File: config.mk
export PLATFORM = sky130hd
export DESIGN_NAME = ad9833_sweep_ctrl
export DESIGN_NICKNAME = d
export VERILOG_FILES = /design/src/rtl/ad9833_sweep_ctrl.sv
export SDC_FILE = /design/constraint.sdc
export NUM_CORES = 1
export LEC_CHECK = 0
export CAP_MARGIN = 20
export CELL_PAD_IN_SITES_DETAIL_PLACEMENT = 0
export CELL_PAD_IN_SITES_GLOBAL_PLACEMENT = 2
export CORE_MARGIN = 2
export CORE_UTILIZATION = 34
export CTS_CLUSTER_SIZE = 40
export DETAILED_ROUTE_END_ITERATION = 10
export PLACE_DENSITY = 0.95
export SLEW_MARGIN = 20
export SYNTH_ARGS = -nofsm -noshare
export SYNTH_HDL_FRONTEND = slang
export SYNTH_SLANG_ARGS = --single-unit
File: constraint.sdc
create_clock -name clk -period 6.85 [get_ports clk]
set_input_delay 1.37 -clock clk [delete_from_list [all_inputs] [get_ports clk]]
set_output_delay 1.37 -clock clk [all_outputs]
set_load 0.01 [all_outputs]
File: src/rtl/ad9833_sweep_ctrl.sv
// rtl/ad9833_sweep_ctrl.sv - AD9833 frequency sweep sequencer; define SWEEP_TRIANGLE_EN for up/down sweeps
module ad9833_sweep_ctrl #(
    parameter int DWELL_W = 24,
    parameter int STEP_W  = 16
) (
    input  logic               clk,
    input  logic               rst_n,
    input  logic               start,
    input  logic               stop,
    input  logic               continuous,
    input  logic [27:0]        ftw_start,
    input  logic [27:0]        ftw_step,
    input  logic [STEP_W-1:0]  num_steps,
    input  logic [DWELL_W-1:0] dwell_clks,
    output logic               wr_go,
    output logic [15:0]        wr_word,
    input  logic               wr_ack,
    output logic               busy,
    output logic [27:0]        ftw_cur,
    output logic [STEP_W-1:0]  step_idx,
    output logic               sweep_done
);

    typedef enum logic [2:0] {
        IDLE, INIT_CTRL, LOAD_LSW, LOAD_MSW, RUN_CTRL, DWELL, NEXT, FINISH
    } state_t;

    localparam logic [15:0] CTRL_RESET = 16'h2100;
    localparam logic [15:0] CTRL_RUN   = 16'h2000;

    state_t               state, state_n;
    logic                 go_q, go_n;
    logic [15:0]          word_q, word_n;
    logic [27:0]          ftw_q, ftw_n;
    logic [STEP_W-1:0]    idx_q, idx_n;
    logic                 done_q, done_n;
    logic                 stop_pend, pend_n;
    logic                 first_pt, first_n;
    logic                 dir_down, dir_n;
    logic [DWELL_W-1:0]   dwell_cnt, cnt_n;
    logic                 cont_r, cont_n;
    logic [27:0]          fs_r, fs_n;
    logic [27:0]          fst_r, fst_n;
    logic [STEP_W-1:0]    last_r, last_n;
    logic [DWELL_W-1:0]   dw_r, dw_n;
    logic                 stop_req;

    function automatic logic [15:0] lsw_word(input logic [27:0] f);
        return {2'b01, f[13:0]};
    endfunction

    function automatic logic [15:0] msw_word(input logic [27:0] f);
        return {2'b01, f[27:14]};
    endfunction

    always_ff @(posedge clk) begin
        if (!rst_n) begin
            state     <= IDLE;
            go_q      <= 1'b0;
            word_q    <= '0;
            ftw_q     <= '0;
            idx_q     <= '0;
            done_q    <= 1'b0;
            stop_pend <= 1'b0;
            first_pt  <= 1'b0;
            dir_down  <= 1'b0;
            dwell_cnt <= '0;
            cont_r    <= 1'b0;
            fs_r      <= '0;
            fst_r     <= '0;
            last_r    <= '0;
            dw_r      <= '0;
        end else begin
            state     <= state_n;
            go_q      <= go_n;
            word_q    <= word_n;
            ftw_q     <= ftw_n;
            idx_q     <= idx_n;
            done_q    <= done_n;
            stop_pend <= pend_n;
            first_pt  <= first_n;
            dir_down  <= dir_n;
            dwell_cnt <= cnt_n;
            cont_r    <= cont_n;
            fs_r      <= fs_n;
            fst_r     <= fst_n;
            last_r    <= last_n;
            dw_r      <= dw_n;
        end
    end

    always_comb begin
        state_n  = state;
        go_n     = go_q;
        word_n   = word_q;
        ftw_n    = ftw_q;
        idx_n    = idx_q;
        done_n   = 1'b0;
        pend_n   = stop_pend;
        first_n  = first_pt;
        dir_n    = dir_down;
        cnt_n    = dwell_cnt;
        cont_n   = cont_r;
        fs_n     = fs_r;
        fst_n    = fst_r;
        last_n   = last_r;
        dw_n     = dw_r;
        stop_req = stop | stop_pend;

        if (state != IDLE && state != FINISH && stop)
            pend_n = 1'b1;

        case (state)
            IDLE: begin
                pend_n = 1'b0;
                if (start && !stop) begin
                    cont_n  = continuous;
                    fs_n    = ftw_start;
                    fst_n   = ftw_step;
                    last_n  = (num_steps == '0) ? '0 : num_steps - 1'b1;
                    dw_n    = (dwell_clks == '0) ? DWELL_W'(1) : dwell_clks;
                    ftw_n   = ftw_start;
                    idx_n   = '0;
                    first_n = 1'b1;
                    dir_n   = 1'b0;
                    go_n    = 1'b1;
                    word_n  = CTRL_RESET;
                    state_n = INIT_CTRL;
                end
            end

            INIT_CTRL, LOAD_LSW, LOAD_MSW, RUN_CTRL, FINISH: begin
                if (!go_q) begin
                    // One idle cycle after each ack before the next word goes out
                    go_n = 1'b1;
                    case (state)
                        LOAD_LSW: word_n = lsw_word(ftw_q);
                        LOAD_MSW: word_n = msw_word(ftw_q);
                        RUN_CTRL: word_n = CTRL_RUN;
                        default:  word_n = CTRL_RESET;
                    endcase
                end else if (wr_ack) begin
                    go_n = 1'b0;
                    case (state)
                        INIT_CTRL: state_n = stop_req ? FINISH : LOAD_LSW;
                        LOAD_LSW:  state_n = stop_req ? FINISH : LOAD_MSW;
                        LOAD_MSW: begin
                            first_n = 1'b0;
                            if (stop_req)
                                state_n = FINISH;
                            else if (first_pt)
                                state_n = RUN_CTRL;
                            else begin
                                state_n = DWELL;
                                cnt_n   = dw_r - 1'b1;
                            end
                        end
                        RUN_CTRL: begin
                            if (stop_req)
                                state_n = FINISH;
                            else begin
                                state_n = DWELL;
                                cnt_n   = dw_r - 1'b1;
                            end
                        end
                        default: begin
                            state_n = IDLE;
                            done_n  = 1'b1;
                            pend_n  = 1'b0;
                        end
                    endcase
                end
            end

            DWELL: begin
                if (stop_req)
                    state_n = FINISH;
                else if (dwell_cnt == '0)
                    state_n = NEXT;
                else
                    cnt_n = dwell_cnt - 1'b1;
            end

            NEXT: begin
                state_n = FINISH;
                if (!stop_req) begin
`ifdef SWEEP_TRIANGLE_EN
                    if (!dir_down) begin
                        if (idx_q < last_r) begin
                            idx_n   = idx_q + 1'b1;
                            ftw_n   = ftw_q + fst_r;
                            state_n = LOAD_LSW;
                        end else if (last_r != '0) begin
                            dir_n   = 1'b1;
                            idx_n   = idx_q - 1'b1;
                            ftw_n   = ftw_q - fst_r;
                            state_n = LOAD_LSW;
                        end else if (cont_r) begin
                            state_n = LOAD_LSW;
                        end
                    end else begin
                        if (idx_q != '0) begin
                            idx_n   = idx_q - 1'b1;
                            ftw_n   = ftw_q - fst_r;
                            state_n = LOAD_LSW;
                        end else if (cont_r) begin
                            dir_n   = 1'b0;
                            idx_n   = idx_q + 1'b1;
                            ftw_n   = ftw_q + fst_r;
                            state_n = LOAD_LSW;
                        end
                    end
`else
                    if (idx_q < last_r) begin
                        idx_n   = idx_q + 1'b1;
                        ftw_n   = ftw_q + fst_r;
                        state_n = LOAD_LSW;
                    end else if (cont_r) begin
                        idx_n   = '0;
                        ftw_n   = fs_r;
                        state_n = LOAD_LSW;
                    end
`endif
                end
                // The line has been idle through the dwell, so the LSW can go out at once
                if (state_n == LOAD_LSW) begin
                    go_n   = 1'b1;
                    word_n = lsw_word(ftw_n);
                end
            end

            default: state_n = IDLE;
        endcase
    end

    assign wr_go      = go_q;
    assign wr_word    = word_q;
    assign busy       = (state != IDLE);
    assign ftw_cur    = ftw_q;
    assign step_idx   = idx_q;
    assign sweep_done = done_q;

endmodule

## Word level (Yosys, flattened, before mapping)

Cells that the tools add are included.

| word-level totals | value |
|---|---|
| bits in latches | 0 |
| memories | 0 |
| bits in read-only memories | 0 |
| memory bits (writable) | 0 |
| register bits | 188 |
| output and inout port bits | 63 |

| operators by class | value |
|---|---|
| $lt $le $gt $ge | 1 |
| bitwise gates (word level) | 1 |
| divide/modulo/power cells | 0 |
| multipliers | 0 |
| shift operators | 0 |
| $add $sub $neg | 5 |
| mux-type cells | 57 |
| reduce and logical (&&, ||, !) cells | 24 |
| eq/ne operators | 24 |

Operator list:

| kind | count |
|---|---|
| 2-to-1 mux 24 bit | 8 |
| 2-to-1 mux 16 bit | 8 |
| 2-to-1 mux 28 bit | 4 |
| one-hot mux 24 bit (2 select lines) | 2 |
| one-hot mux 28 bit (2 select lines) | 1 |
| zero test 24 bit | 2 |
| one-hot mux 16 bit (3 select lines) | 1 |
| subtractor 24 x 1 -> 24 bit, second input constant | 2 |
| one-hot mux 15 bit (3 select lines) | 1 |
| 2-to-1 mux 3 bit | 11 |
| one-hot mux 16 bit (2 select lines) | 1 |
| adder 28 bit | 1 |
| one-hot mux 3 bit (4 select lines) | 2 |
| != test 3 bit, second input constant | 7 |
| != test 2 bit, second input constant | 9 |
| adder 16 x 1 -> 16 bit, second input constant | 1 |
| zero test 16 bit | 1 |
| less-than comparator 16 bit | 1 |
| AND reduction 4 bit | 4 |
| subtractor 16 x 1 -> 16 bit, second input constant | 1 |
| 2-to-1 mux 1 bit | 13 |
| equality test 3 bit, second input constant | 4 |
| equality test 3 x 2 -> 1 bit, second input constant | 3 |
| AND reduction 9 bit | 1 |
| other kinds (15) | 23 |

## Logic depth before layout (Yosys ltp)

Gate-level depths: netlist of the first run.

| logic depth | value |
|---|---|
| depth after elaboration | 8 |
| depth in mapped cells | 11 |

## Worst setup path before layout of the first run

Ideal clock, no wire load.

| path | value |
|---|---|
| kind | input port to flip-flop |
| start point | in num_steps[4] |
| end point | reg last_r[6] |
| setup slack | 3.407 ns |
| arrival time | 3.315 ns |
| cell stages on the path | 8 |
| buffers on the path | 1 |
| cells stage by stage | or3_1 -> or3_1 -> or4_1 -> nor3_1 -> nor2_1 -> buf_2 -> a22oi_1 -> nor2_1 |

| between the ends | value |
|---|---|
| word-level cells in the longest chain between the ends | 2 |
| elaborated cells on any way between the ends | 3 |
| those cells by class | add/sub (1); mux (1); reduce/logical (1) |

Ends and longest elaborated chain:

| what | line | RTL |
|---|---|---|
| from (decl) | 13 | `input logic [STEP_W-1:0] num_steps,` |
| subtractor 16 x 1 -> 16 bit or zero test 16 bit (tied branches) | 120 | `last_n = (num_steps == '0) ? '0 : num_steps - 1'b1;` |
| 2-to-1 mux 16 bit * | 120 |  |
| to (signal assigned) | 87 | `last_r <= last_n;` |
| to (decl) | 44 | `logic [STEP_W-1:0] last_r, last_n;` |

Every way passes the cells marked *; elsewhere a longest branch is shown, timed or not.
A chain may end at the register's enable or synchronous reset.

## Worst setup path in the final report of the first run

| path | value |
|---|---|
| start point | in stop |
| end point | reg word_q[11] (netlist: wr_word[11]) |

| between the ends | value |
|---|---|
| word-level cells in the longest chain between the ends | 6 |
| elaborated cells on any way between the ends | 12 |
| those cells by class | eq/ne (3); mux (5); bitwise (1); reduce/logical (3) |

Ends and longest elaborated chain:

| what | line | RTL |
|---|---|---|
| from (decl) | 9 | `input logic stop,` |
| OR 1 bit | 108 | `stop_req = stop \| stop_pend;` |
| 2-to-1 mux 3 bit | 186 | `if (!stop_req) begin` |
| 2-to-1 mux 3 bit | 113 | `case (state)` |
| equality test 3 x 2 -> 1 bit | 226 | `if (state_n == LOAD_LSW) begin` |
| != test 2 bit (no line) | -- |  |
| AND reduction 4 bit (no line) | -- |  |
| to (signal assigned) | 76 | `word_q <= word_n;` |
| to (decl) | 33 | `logic [15:0] word_q, word_n;` |

Parallel ways exist; a longest one is shown, timed or not. The select of a mux whose other input is x is not followed.

==> metrics, run 1 <==
hpwl dp=roughly 26 mm; port buffer count=roughly 160; Net Sw Frac=0.377; Mapped Cells=between 1000 and 1500; post-synth net total=1577; Yosys top cell area share=0.344; Max Buffers Root-to-Sink=2; slew margin rel.=0.316; Critical Path AT=around 4.2 ns; largest vdd supply drop=about 0.00018 V; Area Growth Syn to Fin=23.7%; crit path max-delay cell type=o211a_1; TritonCTS clock tree=built; Pre-Repair DR Iteration Count=7; Power per Cell Area=approximately 300 nW/um2; Worst EP required=~7 ns; RD Place Congestion=about 0.90; cell taking the most area after synthesis=dfxtp_1; Synth Area per Inst=between 7 and 8 um2; Ys Warns=0; Leak=~5 nW; Hold WS=0.455 ns; ranking of synthesized cells by area=dfxtp_1, nand2_1, a21oi_1, ha_1, o21ai_0; Hold Fails Final Rpt=0; clock latency on the worst-skew pair=approximately 0.43 ns; crit-path max cell delay=0.73 ns; fill count=3181; final core occ=0.426; Area after DPL=12800 um2; Final Critical Period=3.86 ns; period utilisation layout=0.564; Starting Density=0.345; setup violators final=0; clk root buf=clkbuf_16; All-Layer GR Usage=0.212; initial antenna violation count=0; clock power share=0.266; WL/cell=18.3 um; vias in the first global route=just over 10000; IO Count=165; Num CTS Buffers=17; count leader, synth=nand2_1; net switching power=roughly 0.0015 W; RSZ-0062 raised after global routing=no; combinational power share=0.375; Core Box Area=31600 um2; Clock Skews=0.0109 ns; largest net degree at the start of global routing=83; Worst Max-Slew Pin Slew=around 1.0 ns; # diodes=0; vias per inst=5.55; antenna viol nets, final=0; setup TNS=0 ns; # clock sinks=approximately 190; DIE AREA=around 33000 um2; ratio of cells with drive above 1 in the final layout=0.0528; first-pass GRT wire length=between 50 and 60 mm; Netlist cell types=slightly below 80; DR vias=between 10000 and 15000; Pint=around 0.0025 W; post-synthesis sequential area ratio=0.344; crit path max fanout=27; post-CTS setup buffers=0; Die Wd=roughly 180 um; Cell Area, Synth=between 10000 and 15000 um2; top_reg_cell synth=dfxtp_1; Die H=183 um; # DRC=0; Crit. End Element=flop; outcome=completed; H-Tree Depth=4; ys async rst share=0; final net count=1692; Synth top cells by count=nand2_1, dfxtp_1, a21oi_1; fin area=13400 um2; Seq cells post-synth=roughly 190; cts-stage hold buffer count=0; 1st-iter DRT viols=731; Slew Limit Fails=0; row count=65; Max Cap Viol=0; Seq pwr share=0.359; Clock transition at path regs=roughly 0.070 ns; Routed WL=35.7 mm; cts repair resizes=0; crit start category=input pin; Post-synth EDFFs=0; GR Overflow Total=0; worst hold path class=flop to flop; Cell Chain, Critical Path=clkdlybuf4s50_1, or2_2, o31ai_4, o211a_1, o21ai_0, o221a_2; critical path type=input pin to flop; Max Fclk=between 200 and 300 MHz
-- sequential cells by signal, indices dropped and copies added (netlist names) --
register and cells:
fs_r 28, fst_r 28, ftw_cur 28, dw_r 24, dwell_cnt 24, last_r 16
step_idx 16, wr_word 15, state 3, cont_r 1, first_pt 1, stop_pend 1
sweep_done 1, wr_go 1
-- critical path: cells and delay by family --
kind | cells | cell delay (ns)
buffers and inverters | 1 | 0.47
AND/OR/NAND/NOR | 1 | 0.39
AO/OA/AOI/OAI | 4 | 1.93
-- through the flow --
stage                     setup WS, ns  std cells  total power, W
after global placement            2.34       1927         0.00296
final                             2.99       1955         0.00404
after CTS                         2.75       1955         0.00405
after floorplan                   3.41       1429         0.00238
after global routing              2.88       1955         0.00426
after detailed placement          2.30       1927         0.00298
-- kinds of logic (layout without fill, tap and decap cells) --
logic type               Yosys count  count (layout)  synth area share
flip-flops                       187             187             0.344
XOR/XNOR                          49              49            0.0395
AO/OA/AOI/OAI                    436             436             0.250
buffers and inverters            117             241            0.0420
multiplexers                      37              37            0.0383
adder cells (fa/ha/maj)           46              46            0.0536
other                              1               1          0.000345
AND/OR/NAND/NOR                  556             556             0.232
-- cell usage in the layout, fill, tap and decap left out, types with 5 or more instances in the layout --
cell type        synthesis  final
o41ai_1                  5      5
nor3_1                  34     33
nand4_1                 12     12
o21a_1                  12     12
clkdlybuf4s50_1          0    163
mux2_2                   9      9
o211ai_1                15     15
a31oi_1                 35     35
nand3b_1                 9      9
nor2b_1                 14     14
o221a_2                  9      9
a21o_1                  20     20
xor2_1                  22     22
o2111ai_1                7      7
o21ai_0                101    101
a22oi_1                 25     25
nor2_1                  99     98
dfxtp_1                187    187
a221oi_1                 5      5
and3_1                  14     14
a211oi_1                10     10
buf_4                    1     16
nand3_1                 27     27
ha_1                    45     45
mux2i_1                 24     24
nand2b_1                 6      6
a32oi_1                  6      6
inv_1                   34     33
xnor2_1                 27     27
clkbuf_16                0     17
a21oi_1                144    144
or3_1                   12     12
nand2_1                287    287
nor4_1                  17     17
-- power groups by stage --
stage / Clock [W] / Combinational, W / Sequential, W
after floorplan: 0 / 0.000976 / 0.00141
after global placement: 0 / 0.00149 / 0.00147
after detailed placement: 0 / 0.00150 / 0.00147
after CTS: 0.00109 / 0.00151 / 0.00145
after global routing: 0.00113 / 0.00166 / 0.00147
final: 0.00108 / 0.00151 / 0.00145
-- layer usage --
layer,part of all wire,up-vias,track usage
met5,0,-,0
met4,0.018,0,0.0547
met3,0.050,34,0.0334
met1,0.45,5160,0.286
met2,0.48,282,0.355
li1,-,5369,-
-- area by class of cell --
cell class	instances	area, um2	area share
Clock buffer	22	484	0.0360
Multi-Input combinational cell	1125	6700	0.498
Timing Repair Buffer	179	1750	0.130
Tap cell	402	503	0.0374
Clock inverter	6	138	0.0102
Inverter	34	130	0.00968
Sequential cell	187	3740	0.278
-- path summary, 6_finish.rpt --
path	startpoint	end	slack, ns	cells after the start
hold / removal	fs_r[22]	fs_r[22]	0.46	2
setup / recovery	stop	wr_word[11]	2.99	6
setup reg to reg	state[1]	dwell_cnt[22]	3.21	10
hold reg to reg	fs_r[22]	fs_r[22]	0.46	2
(Power assumes the default switching activity.)
==> run 2: changes to the inputs <==
--- a/config.mk
+++ b/config.mk
@@ -9,10 +9,10 @@
 export CELL_PAD_IN_SITES_DETAIL_PLACEMENT = 0
 export CELL_PAD_IN_SITES_GLOBAL_PLACEMENT = 2
 export CORE_MARGIN = 2
-export CORE_UTILIZATION = 34
+export CORE_UTILIZATION = 28
 export CTS_CLUSTER_SIZE = 40
 export DETAILED_ROUTE_END_ITERATION = 10
-export PLACE_DENSITY = 0.95
+export PLACE_DENSITY = 0.85
 export SLEW_MARGIN = 20
 export SYNTH_ARGS = -nofsm -noshare
 export SYNTH_HDL_FRONTEND = slang
==> constraint.sdc (replaced) <==
create_clock -name clk -period 3.3 [get_ports clk]
set_input_delay 0.66 -clock clk [delete_from_list [all_inputs] [get_ports clk]]
set_output_delay 0.66 -clock clk [all_outputs]
set_load 0.01 [all_outputs]
==> run 2 against run 1 <==
Against the previous run:
- non-clock buffer count is 51 higher
- sequential cell count stayed put
- first-iteration DRC count is 20% higher
- via count is 2.7% higher
- routed wire length is 9.0% higher
- critical path type is now flop to flop
==> metrics, run 2 (synthesis results as in run 1) <==
outcome=completed (unchanged); crit start category=flop (was input pin); Final Critical Period=about 3 ns; Power per Cell Area=614 nW/um2 (was 301 nW/um2); clock latency on the worst-skew pair=0.47 ns (was 0.43 ns); largest vdd supply drop=0.000351 V (was 0.000180 V); Hold Fails Final Rpt=0 (unchanged); vias in the first global route=10600 (was 10200); GR Overflow Total=0 (unchanged); Pint=0.00520 W (was 0.00252 W); Clock transition at path regs=0.08 ns (was 0.07 ns); # clock sinks=187 (unchanged); Routed WL=38.9 mm (was 35.7 mm); RD Place Congestion=0.927 (was 0.897); Num CTS Buffers=17 (unchanged); Max Cap Viol=0 (unchanged); Core Box Area=38500 um2 (was 31600 um2); # diodes=0 (unchanged); period utilisation layout=0.930; All-Layer GR Usage=0.191 (was 0.212); # DRC=0 (unchanged); WL/cell=18.3 um (about the same); Max Buffers Root-to-Sink=2 (unchanged); initial antenna violation count=0 (unchanged); Max Fclk=between 300 and 400 MHz; Placement Setup Slack=0.00254 ns (was 2.30 ns); Die H=201 um (was 183 um); crit-path max cell delay=0.70 ns (was 0.73 ns); net switching power=0.00339 W (was 0.00152 W); hold depth=2 (unchanged); H-Tree Depth=4 (unchanged); Starting Density=0.283 (was 0.345); antenna viol nets, final=0 (unchanged); Setup WS post-layout=0.232 ns (was 2.99 ns); worst reg-to-reg path cell count=10 (unchanged); crit path max-delay cell type=a21oi_1 (was o211a_1); Slew Limit Fails=0 (unchanged); Worst Max-Slew Pin Slew=0.893 ns (was 1.02 ns); clock power share=0.254 (was 0.266); Die Wd=201 um (was 183 um); ratio of cells with drive above 1 in the final layout=0.0877 (was 0.0528); port buffer count=163 (unchanged); Clock Skews=0.0233 ns (was 0.0109 ns); Net Sw Frac=0.395 (was 0.377); row count=72 (was 65); vias per inst=5.24 (was 5.55); worst hold path class=flop to flop (unchanged); first-pass GRT wire length=60.9 mm (was 56.5 mm); most common cell after layout, fill and taps aside=nand2_1 (unchanged); IO Count=165 (unchanged); commonest non-fill, non-tap cells in the layout=nand2_1, dfxtp_1, clkdlybuf4s50_1 (unchanged); critical path type=flop to flop (was input pin to flop); clk root buf=clkbuf_16 (unchanged); setup violators final=0 (unchanged); combinational power share=0.406 (was 0.375); Area Growth Syn to Fin=28.6% (was 23.7%); largest net degree at the start of global routing=110 (was 83); slew margin rel.=0.404 (was 0.316); Critical Path AT=3.42 ns (was 4.18 ns); hpwl dp=28.5 mm (was 25.7 mm); Pre-Repair DR Iteration Count=7 (unchanged); Cell Chain, Critical Path=inv_1, ha_1, nand3_1, or3_1, a21oi_1, nor2_1, buf_4, o41ai_1, a311oi_1, a31o_2 (was clkdlybuf4s50_1, or2_2, o31ai_4, o211a_1, o21ai_0, o221a_2); RSZ-0062 raised after global routing=no (unchanged); setup TNS=0 ns (unchanged); DIE AREA=40400 um2 (was 33400 um2); 1st-iter DRT viols=874 (was 731); cts-stage hold buffer count=0 (unchanged); Leak=5.21 nW (was 4.94 nW); crit path max fanout=9 (was 27); Worst EP required=3.65 ns (was 7.17 ns); DR vias=11100 (was 10800); post-CTS setup buffers=0 (unchanged); Crit. End Element=flop (unchanged); TritonCTS clock tree=built (unchanged); final net count=1743 (was 1692); Seq pwr share=0.340 (was 0.359); fill count=4098 (was 3181)
## run 2: changes by cell type in the layout (fill, tap and decap cells not counted), sizes merged
cell           delta
buf              +52
bufinv            -2
clkbuf            -5
clkdlybuf4s50     -1
clkinv            +1
inv              +10
## run 2: repair_timing
item                       CTS  global route
hold endpoints to repair     0             0
setup endpoints to repair    0             1
resized for setup            0             1
## run 2: final cells by class
| cell class | count | area, um2 | share of cell area |
|---|---|---|---|
| inverters | 34 | 130 | 0.00930 |
| multi-input cells | 1125 | 6700 | 0.479 |
| repair buffers | 230 | 2170 | 0.155 |
| well taps | 518 | 648 | 0.0463 |
| clock buffers | 17 | 425 | 0.0304 |
| flip-flops and latches | 187 | 3740 | 0.268 |
| clock inverters | 15 | 175 | 0.0125 |
## run 2: through the flow
step / cell area, um2 / hold WS [ns] / power [W] / utilization / std cells
floorplan: 10900 / 0.431 / 0.00494 / - / 1429
global placement: 13400 / 0.439 / 0.00641 / 0.348 / 2094
detailed placement: 13400 / 0.444 / 0.00644 / 0.348 / 2094
CTS: 14000 / 0.455 / 0.00865 / 0.363 / 2126
global route: 14000 / 0.477 / 0.00909 / 0.364 / 2126
finish: 14000 / 0.454 / 0.00859 / 0.364 / 2126
## run 2: metal layers
layer / vias up / GRT usage / wire length (um) / share of wire
met3: 45 / 0.0282 / 1540 / 0.039
li1: 5483 / - / - / -
met1: 5373 / 0.251 / 17800 / 0.46
met5: - / 0 / 0 / 0
met4: 0 / 0.0611 / 841 / 0.022
met2: 241 / 0.322 / 18700 / 0.48
## run 2: final timing paths
path / start / to / slack (ns)
worst min register to register: fs_r[25] / fs_r[25] / 0.45
worst max-delay path: last_r[14] / wr_word[8] / 0.23
worst max register to register: last_r[14] / wr_word[8] / 0.23
worst min-delay path: fs_r[25] / fs_r[25] / 0.45
## run 2: worst max-delay path: cells and delay by family (launching register included)
family / cells / cell delay, ns
AO/OA/AOI/OAI: 4 / 1.40
adder cells (fa/ha/maj): 1 / 0.28
flip-flops: 1 / 0.35
buffers and inverters: 2 / 0.26
AND/OR/NAND/NOR: 3 / 0.66
## run 2: power groups by stage
stage | sequential [W] | combinational, W | clock, W
3_3_place_gp | 0.00297 | 0.00344 | 0
5_1_grt | 0.00296 | 0.00382 | 0.00232
4_1_cts | 0.00292 | 0.00349 | 0.00225
6_report | 0.00292 | 0.00349 | 0.00218
2_1_floorplan | 0.00292 | 0.00203 | 0
3_5_place_dp | 0.00297 | 0.00347 | 0
